### src/rtl/uart_rx.sv
// ---------------------------------------------------------------------------
// uart_rx -- byte receiver for the single-wire serial link (far end of uart_tx)
//
// Frame on rx: start bit (0), 8 data bits MSB first, stop bit (1); idle high.
// Each bit is sampled once, near its middle, using a per-bit timing counter.
// Received bytes are offered on a valid/ready holding register.
//
// Parameters:
//   CLKS_PER_BIT  clock cycles per serial bit (>= 1). Default 1 matches uart_tx.
//
// Ports:
//   CLK        in   system clock, rising edge
//   RESET      in   asynchronous, active-high reset
//   rx         in   serial line, idle high
//   data       out  [7:0] received byte, stable while valid=1
//   valid      out  data holds an unconsumed byte
//   ready      in   consumer takes data this cycle when valid&ready
//   frame_err  out  one-cycle pulse: stop bit sampled low, byte discarded
//   overrun    out  one-cycle pulse: good byte arrived while holding register
//                   was full and not being read; new byte dropped
//
// Build option:
//   UART_RX_SYNC_EN  when defined, rx goes through a 2-flop synchronizer
//                    (reset to 1) before any other logic; every latency grows
//                    by 2 cycles. Use it when rx comes from off-chip.
// ---------------------------------------------------------------------------
module uart_rx #(
    parameter int CLKS_PER_BIT = 1
) (
    input  logic       CLK,
    input  logic       RESET,
    input  logic       rx,
    output logic [7:0] data,
    output logic       valid,
    input  logic       ready,
    output logic       frame_err,
    output logic       overrun
);

    // Half-bit offset from the start edge to the middle of the start bit.
    localparam int H  = (CLKS_PER_BIT - 1) / 2;
    localparam int TW = (CLKS_PER_BIT > 2) ? $clog2(CLKS_PER_BIT) : 1;
    localparam logic [TW-1:0] T_FULL = TW'(CLKS_PER_BIT - 1);
    localparam logic [TW-1:0] T_HALF = (H > 0) ? TW'(H - 1) : '0;

    typedef enum logic [2:0] {
        ST_WAIT_IDLE,
        ST_IDLE,
        ST_START,
        ST_DATA,
        ST_STOP
    } state_t;

    state_t          state_q, state_d;
    logic [TW-1:0]   tcnt_q, tcnt_d;
    logic [2:0]      bidx_q, bidx_d;
    logic [7:0]      shift_q, shift_d;
    logic [7:0]      data_q, data_d;
    logic            valid_q, valid_d;
    logic            frame_err_q, frame_err_d;
    logic            overrun_q, overrun_d;
    logic            rx_s;
    logic            commit;
    logic            consume;

`ifdef UART_RX_SYNC_EN
    // Two-stage synchronizer; resets to the idle level so reset release never
    // presents a false low to the receiver.
    logic [1:0] sync_q, sync_d;

    always_comb begin
        sync_d = {sync_q[0], rx};
    end

    always_ff @(posedge CLK or posedge RESET) begin
        if (RESET) begin
            sync_q <= 2'b11;
        end else begin
            sync_q <= sync_d;
        end
    end

    assign rx_s = sync_q[1];
`else
    assign rx_s = rx;
`endif

    assign consume = valid_q & ready;

    // Next-state and datapath logic.
    always_comb begin
        state_d     = state_q;
        tcnt_d      = tcnt_q;
        bidx_d      = bidx_q;
        shift_d     = shift_q;
        data_d      = data_q;
        valid_d     = valid_q;
        frame_err_d = 1'b0;
        overrun_d   = 1'b0;
        commit      = 1'b0;

        case (state_q)
            // Only leave once the line is seen high, so a line stuck low after
            // reset or a bad frame is never taken as a start bit.
            ST_WAIT_IDLE: begin
                if (rx_s) begin
                    state_d = ST_IDLE;
                end
            end

            ST_IDLE: begin
                if (!rx_s) begin
                    if (H == 0) begin
                        // No room for a mid-start check: go straight to data.
                        state_d = ST_DATA;
                        tcnt_d  = T_FULL;
                        bidx_d  = 3'd7;
                    end else begin
                        state_d = ST_START;
                        tcnt_d  = T_HALF;
                    end
                end
            end

            ST_START: begin
                if (tcnt_q == '0) begin
                    if (!rx_s) begin
                        state_d = ST_DATA;
                        tcnt_d  = T_FULL;
                        bidx_d  = 3'd7;
                    end else begin
                        // Low pulse shorter than half a bit: ignore it.
                        state_d = ST_IDLE;
                    end
                end else begin
                    tcnt_d = tcnt_q - 1'b1;
                end
            end

            ST_DATA: begin
                if (tcnt_q == '0) begin
                    shift_d[bidx_q] = rx_s;
                    tcnt_d          = T_FULL;
                    if (bidx_q == 3'd0) begin
                        state_d = ST_STOP;
                    end else begin
                        bidx_d = bidx_q - 1'b1;
                    end
                end else begin
                    tcnt_d = tcnt_q - 1'b1;
                end
            end

            ST_STOP: begin
                if (tcnt_q == '0) begin
                    if (rx_s) begin
                        commit  = 1'b1;
                        state_d = ST_IDLE;
                    end else begin
                        frame_err_d = 1'b1;
                        state_d     = ST_WAIT_IDLE;
                    end
                end else begin
                    tcnt_d = tcnt_q - 1'b1;
                end
            end

            default: begin
                state_d = ST_WAIT_IDLE;
            end
        endcase

        // Holding register: a commit may land in the same cycle the consumer
        // drains the previous byte; otherwise a full register drops the byte.
        if (commit) begin
            if (!valid_q || consume) begin
                data_d  = shift_q;
                valid_d = 1'b1;
            end else begin
                overrun_d = 1'b1;
            end
        end else if (consume) begin
            valid_d = 1'b0;
        end
    end

    always_ff @(posedge CLK or posedge RESET) begin
        if (RESET) begin
            state_q     <= ST_WAIT_IDLE;
            tcnt_q      <= '0;
            bidx_q      <= 3'd7;
            shift_q     <= 8'h00;
            data_q      <= 8'h00;
            valid_q     <= 1'b0;
            frame_err_q <= 1'b0;
            overrun_q   <= 1'b0;
        end else begin
            state_q     <= state_d;
            tcnt_q      <= tcnt_d;
            bidx_q      <= bidx_d;
            shift_q     <= shift_d;
            data_q      <= data_d;
            valid_q     <= valid_d;
            frame_err_q <= frame_err_d;
            overrun_q   <= overrun_d;
        end
    end

    assign data      = data_q;
    assign valid     = valid_q;
    assign frame_err = frame_err_q;
    assign overrun   = overrun_q;

endmodule

### config.mk
export PLATFORM = sky130hd
export DESIGN_NAME = uart_rx
export DESIGN_NICKNAME = d
export VERILOG_FILES = /design/src/rtl/uart_rx.sv
export SDC_FILE = /design/constraint.sdc
export NUM_CORES = 1
export LEC_CHECK = 0
export BUFFER_PORTS_ARGS = -buffer_cell sky130_fd_sc_hd__buf_2
export CAP_MARGIN = 20
export CORE_MARGIN = 2
export CORE_UTILIZATION = 55
export DETAILED_ROUTE_END_ITERATION = 7
export GPL_TIMING_DRIVEN = 0
export HOLD_SLACK_MARGIN = 0.15
export PLACE_DENSITY = 0.77
export SYNTH_ARGS = -nofsm -noshare
export SYNTH_HDL_FRONTEND = slang
export SYNTH_SLANG_ARGS = --single-unit
### constraint.sdc
create_clock -name CLK -period 5.84 [get_ports CLK]
set_clock_uncertainty 0.2 [all_clocks]
set_input_delay 1.46 -clock CLK [delete_from_list [all_inputs] [get_ports CLK]]
set_output_delay 1.46 -clock CLK [all_outputs]
set_load 0.02 [all_outputs]
Word-level counts from Yosys, hierarchy flattened
Cells that the tools add are included.
{ "word_totals": {"register_bits": 26, "input_bits": 4, "word_cells": 72} }
{ "op_classes": {"n_addsub": 2, "n_lt_le_gt_ge": 2, "eq_ne": 12, "muxes": 31, "n_bitwise": 2, "n_reduce_logical": 15} }
{ "op_table": {"columns": ["op", "count"], "rows": [
  ["$mux 3", 10],
  ["$mux 1", 15],
  ["$pmux 3 s5", 1],
  ["$ne 2x2->1 const B", 7],
  ["$pmux 3 s3", 1],
  ["$bwmux 8", 1],
  ["$reduce_and 2->1", 4],
  ["$eq 3x2->1 const B", 2],
  ["$logic_not 3->1", 2],
  ["$reduce_and 6->1", 1],
  ["$lt 3x4->1 const B", 1],
  ["$reduce_and 4->1", 1],
  ["$reduce_bool 2->1", 2],
  ["$demux 1 s3", 1],
  ["$eq 3x1->1 const B", 1],
  ["$eq 3x3->1 const B", 1],
  ["$ge 3x1->1 const B", 1],
  ["$reduce_bool 3->1", 1],
  ["$reduce_or 3->1", 1],
  ["$sub 3x1->3 const B", 1],
  ["$mux 2", 1],
  ["$ne 2x1->1 const B", 1],
  ["$pmux 1 s2", 1],
  ["$and 1x1->1", 1],
  ["other kinds (5)", 5]
]} }

Longest topological paths before layout
{ "logic_depth": {"depth_word": 5, "depth_mapped": 6, "mapped_depth_nobuf": 5} }

Worst setup path after synthesis
OpenSTA, ideal clock, no wires.
{ "synth_path": {"path_type": "input port to flip-flop", "start": "input ready", "end": "register data_q[0] (netlist: data[0])", "arrival_time_ns": 2.140, "t_required_ns": 5.515, "slack_ns": 3.376, "stages": 3, "n_path_buf": 0, "path_cell_list": "nand2b_1 -> nand4_4 -> mux2_2"} }
{ "synth_between": {"elab_chain_cells": 3} }
{ "synth_lines": {"columns": ["element", "line_no", "source"], "rows": [
  ["from (decl)", "35", "input logic ready,"],
  ["$and 1x1->1", "88", "assign consume = valid_q & ready;"],
  ["$logic_or 1x1->1", "176", "if (!valid_q || consume) begin"],
  ["$reduce_and 2->1 (no source line)", null, null],
  ["to (signal assigned)", "202", "data_q <= data_d;"],
  ["to (decl)", "58", "logic [7:0] data_q, data_d;"]
]} }
No other way between the ends.
A chain may end at the register's enable or synchronous reset.

Worst setup path after layout
{ "layout_path": {"start": "register data_q[5] (netlist: data[5])", "end": "output data[5]"} }
{ "layout_rtl": {"columns": ["element", "line_no", "source"], "rows": [
  ["to (decl)", "33", "output logic [7:0] data,"]
]} }
No word-level cell between the ends.

==> metrics.md <==
| Metric | Value |
|---|---|
| Status | complete, no violations |
| Crit path DAT | 880 ps |
| # rows | 16 |
| Avg WL per Cell | 13.81 um |
| Cells after Synth | 90 |
| Share of layout cells above drive strength 1 | 45.37% |
| I/O Buffers | 14 |
| Crit path max-delay family | flip-flops |
| Crit path required time | 4180 ps |
| Routability congestion estimate | 0.7860 |
| RSZ-0062 raised after global routing | false |
| Initial DRC count | 20 |
| Peak supply drop | 259.6 uV |
| DP Worst Slack | 3208 ps |
| CTS tree | built |
| Slowest CP cell | dfrtp_1 |
| Setup tns final | 0 ps |
| Yosys warnings | 0 |
| Crit end category | primary output |
| Clock transition at the registers of the reported paths | 120 ps |
| Cell Area, Synth | 1166 um2 |
| # IOs | 15 |
| Tot GR Track Use | 18.18% |
| Avg Inst Size Synth | 12.96 um2 |
| Num CTS Buffers | 3 |
| Die H | 50.05 um |
| First-pass GRT wire length | 3381 um |
| Most common cell after layout, fill and taps aside | dfrtp_1 |
| Setup violations, final | 0 |
| Ant. Diodes | 0 |
| Worst rel slew slack | 39.56% |
| CP peak stage delay | 410 ps |
| Synth async-reset ratio | 100.0% |
| Fin crit share | 43.55% |
| Vias in the first global route | 760 |
| Via density | 5.356 |
| Multi-input logic area | 464.2 um2 |
| Worst-Skew Late Latency | 320 ps |
| CP cell instances | buf_2 |
| Power Density | 461.6 nW/um2 |
| Total gr overflow | 0 |
| Fill cell count | 154 |
| CP max FO | 2 |
| Area Overhead vs Synth | 11.16% |
| H-tree Lvls | 1 |
| Largest net degree at the start of global routing | 26 |
| Post-Syn Nets | 96 |
| Hold Crit Class | reg -> reg |
| CTS Sinks | 25 |
| WL final | 1864 um |
| Slew at the pin with the worst max-slew slack | 905.7 ps |
| # DRC | 0 |
| Die area | 2505 um2 |
| EDFF count, synth | 0 |
| Util after Layout | 65.40% |
| Initial antenna violation count | 0 |
| ANT nets after route | 0 |
| Synth cell types | 33 |
| Leading cell types in the layout, fill and taps excluded | dfrtp_1 (22), mux2_2 (16), buf_2 (14) |
| CTS resizes | 0 |
| Core area | 1982 um2 |
| CTS max path bufs | 2 |
| Post-CTS setup repair buffer count | 0 |
| CP Class | reg -> out |
| Hold-fix buffers at CTS | 0 |
| Register area share after synthesis | 53.97% |
| Pleak | 0.6363 nW |
| Flops & latches, synth | 25 |
| Max-cap violations | 0 |
| Starting Density | 58.84% |
| Nets | 115 |
| Max Slew Vio Count | 0 |
| Critical path launch point type | flip-flop |
| Total vias in the final route | 723 |
| WP buf/inv | 1 |
| Hold Slack | 316.9 ps |
| CTS root buffer | clkbuf_4 |
| Fin. Hold Viols | 0 |
| Slack of the critical path | 3297 ps |
| Die width | 50.05 um |
| Fmax achieved | 0.3932 GHz |
| Reg area | 629.4 um2 |
| Crit path time final | 2543 ps |
| DRT Pass-1 Iters | 4 |
| Top FF cell, synth | dfrtp_1 |
| Detailed placement HPWL | 1323 um |
## through the flow
step | cell area, um2 | power (mW) | std cells
global route | 1296 | 0.6488 | 135
CTS | 1296 | 0.6045 | 135
floorplan | 1166 | 0.4763 | 90
global placement | 1270 | 0.5160 | 131
detailed placement | 1270 | 0.5282 | 131
finish | 1296 | 0.5983 | 135
## metal layers
metal / global-route usage [%] / wire, um / part of all wire, %
met4: 8.333 / 38 / 2.0
met1: 24.19 / 850 / 46
met3: 3.636 / 38 / 2.0
met5: 0 / 0 / 0
met2: 28.51 / 937 / 50
## kinds of logic (layout without fill, tap and decap cells)
| kind of cell | Yosys count | in the layout | synth area share [%] |
|---|---|---|---|
| flops | 25 | 25 | 53.97 |
| fa+ha+maj | 2 | 2 | 2.146 |
| mux | 16 | 16 | 15.45 |
| compound gates | 9 | 9 | 6.330 |
| simple gates | 25 | 25 | 15.13 |
| buf+inv | 12 | 30 | 6.222 |
| xor+xnor | 1 | 1 | 0.7512 |
## synth_stat cells, types with 2 or more instances
cell type | number | area [um2]
inv_1 | 6 | 22.52
dfrtp_1 | 22 | 550.5
nand2_1 | 3 | 11.26
buf_6 | 3 | 33.78
ha_1 | 2 | 25.02
nor3_1 | 6 | 30.03
nor4_1 | 2 | 12.51
nor2b_1 | 2 | 12.51
mux2_2 | 16 | 180.2
nor2_1 | 3 | 11.26
dfstp_2 | 3 | 78.83
## where the power goes
| part | switching [mW] | internal [mW] |
|---|---|---|
| sequential | 0.0269 | 0.233 |
| combinational | 0.142 | 0.121 |
| clock | 0.0489 | 0.0268 |
## flip-flops by register name (all words and copies together) (netlist names)
register   cells
overrun        1
data           8
bidx_q         3
valid          1
frame_err      1
shift_q        8
state_q        3
## worst paths after layout
| path | start | to | slack, ps | depth (start not counted) |
|---|---|---|---|---|
| setup reg to reg | bidx_q[0] | bidx_q[2] | 3840 | 6 |
| setup / recovery | data[5] | data[5] | 3300 | 1 |
| min in group asynchronous | RESET | overrun | 1110 | 2 |
| hold / removal | data[1] | data[1] | 320 | 1 |
| max in group asynchronous | RESET | data[1] | 3780 | 2 |
| hold reg to reg | data[1] | data[1] | 320 | 1 |
## cell type report
cell class	instances	share of cell area, %
flip-flops and latches	25	48.55
multi-input cells	53	35.81
repair buffers	14	5.405
plain buffers	6	3.861
well taps	27	2.606
clock buffers	4	2.027
inverters	6	1.737
No activity file was read; power rests on OpenSTA's default activity.
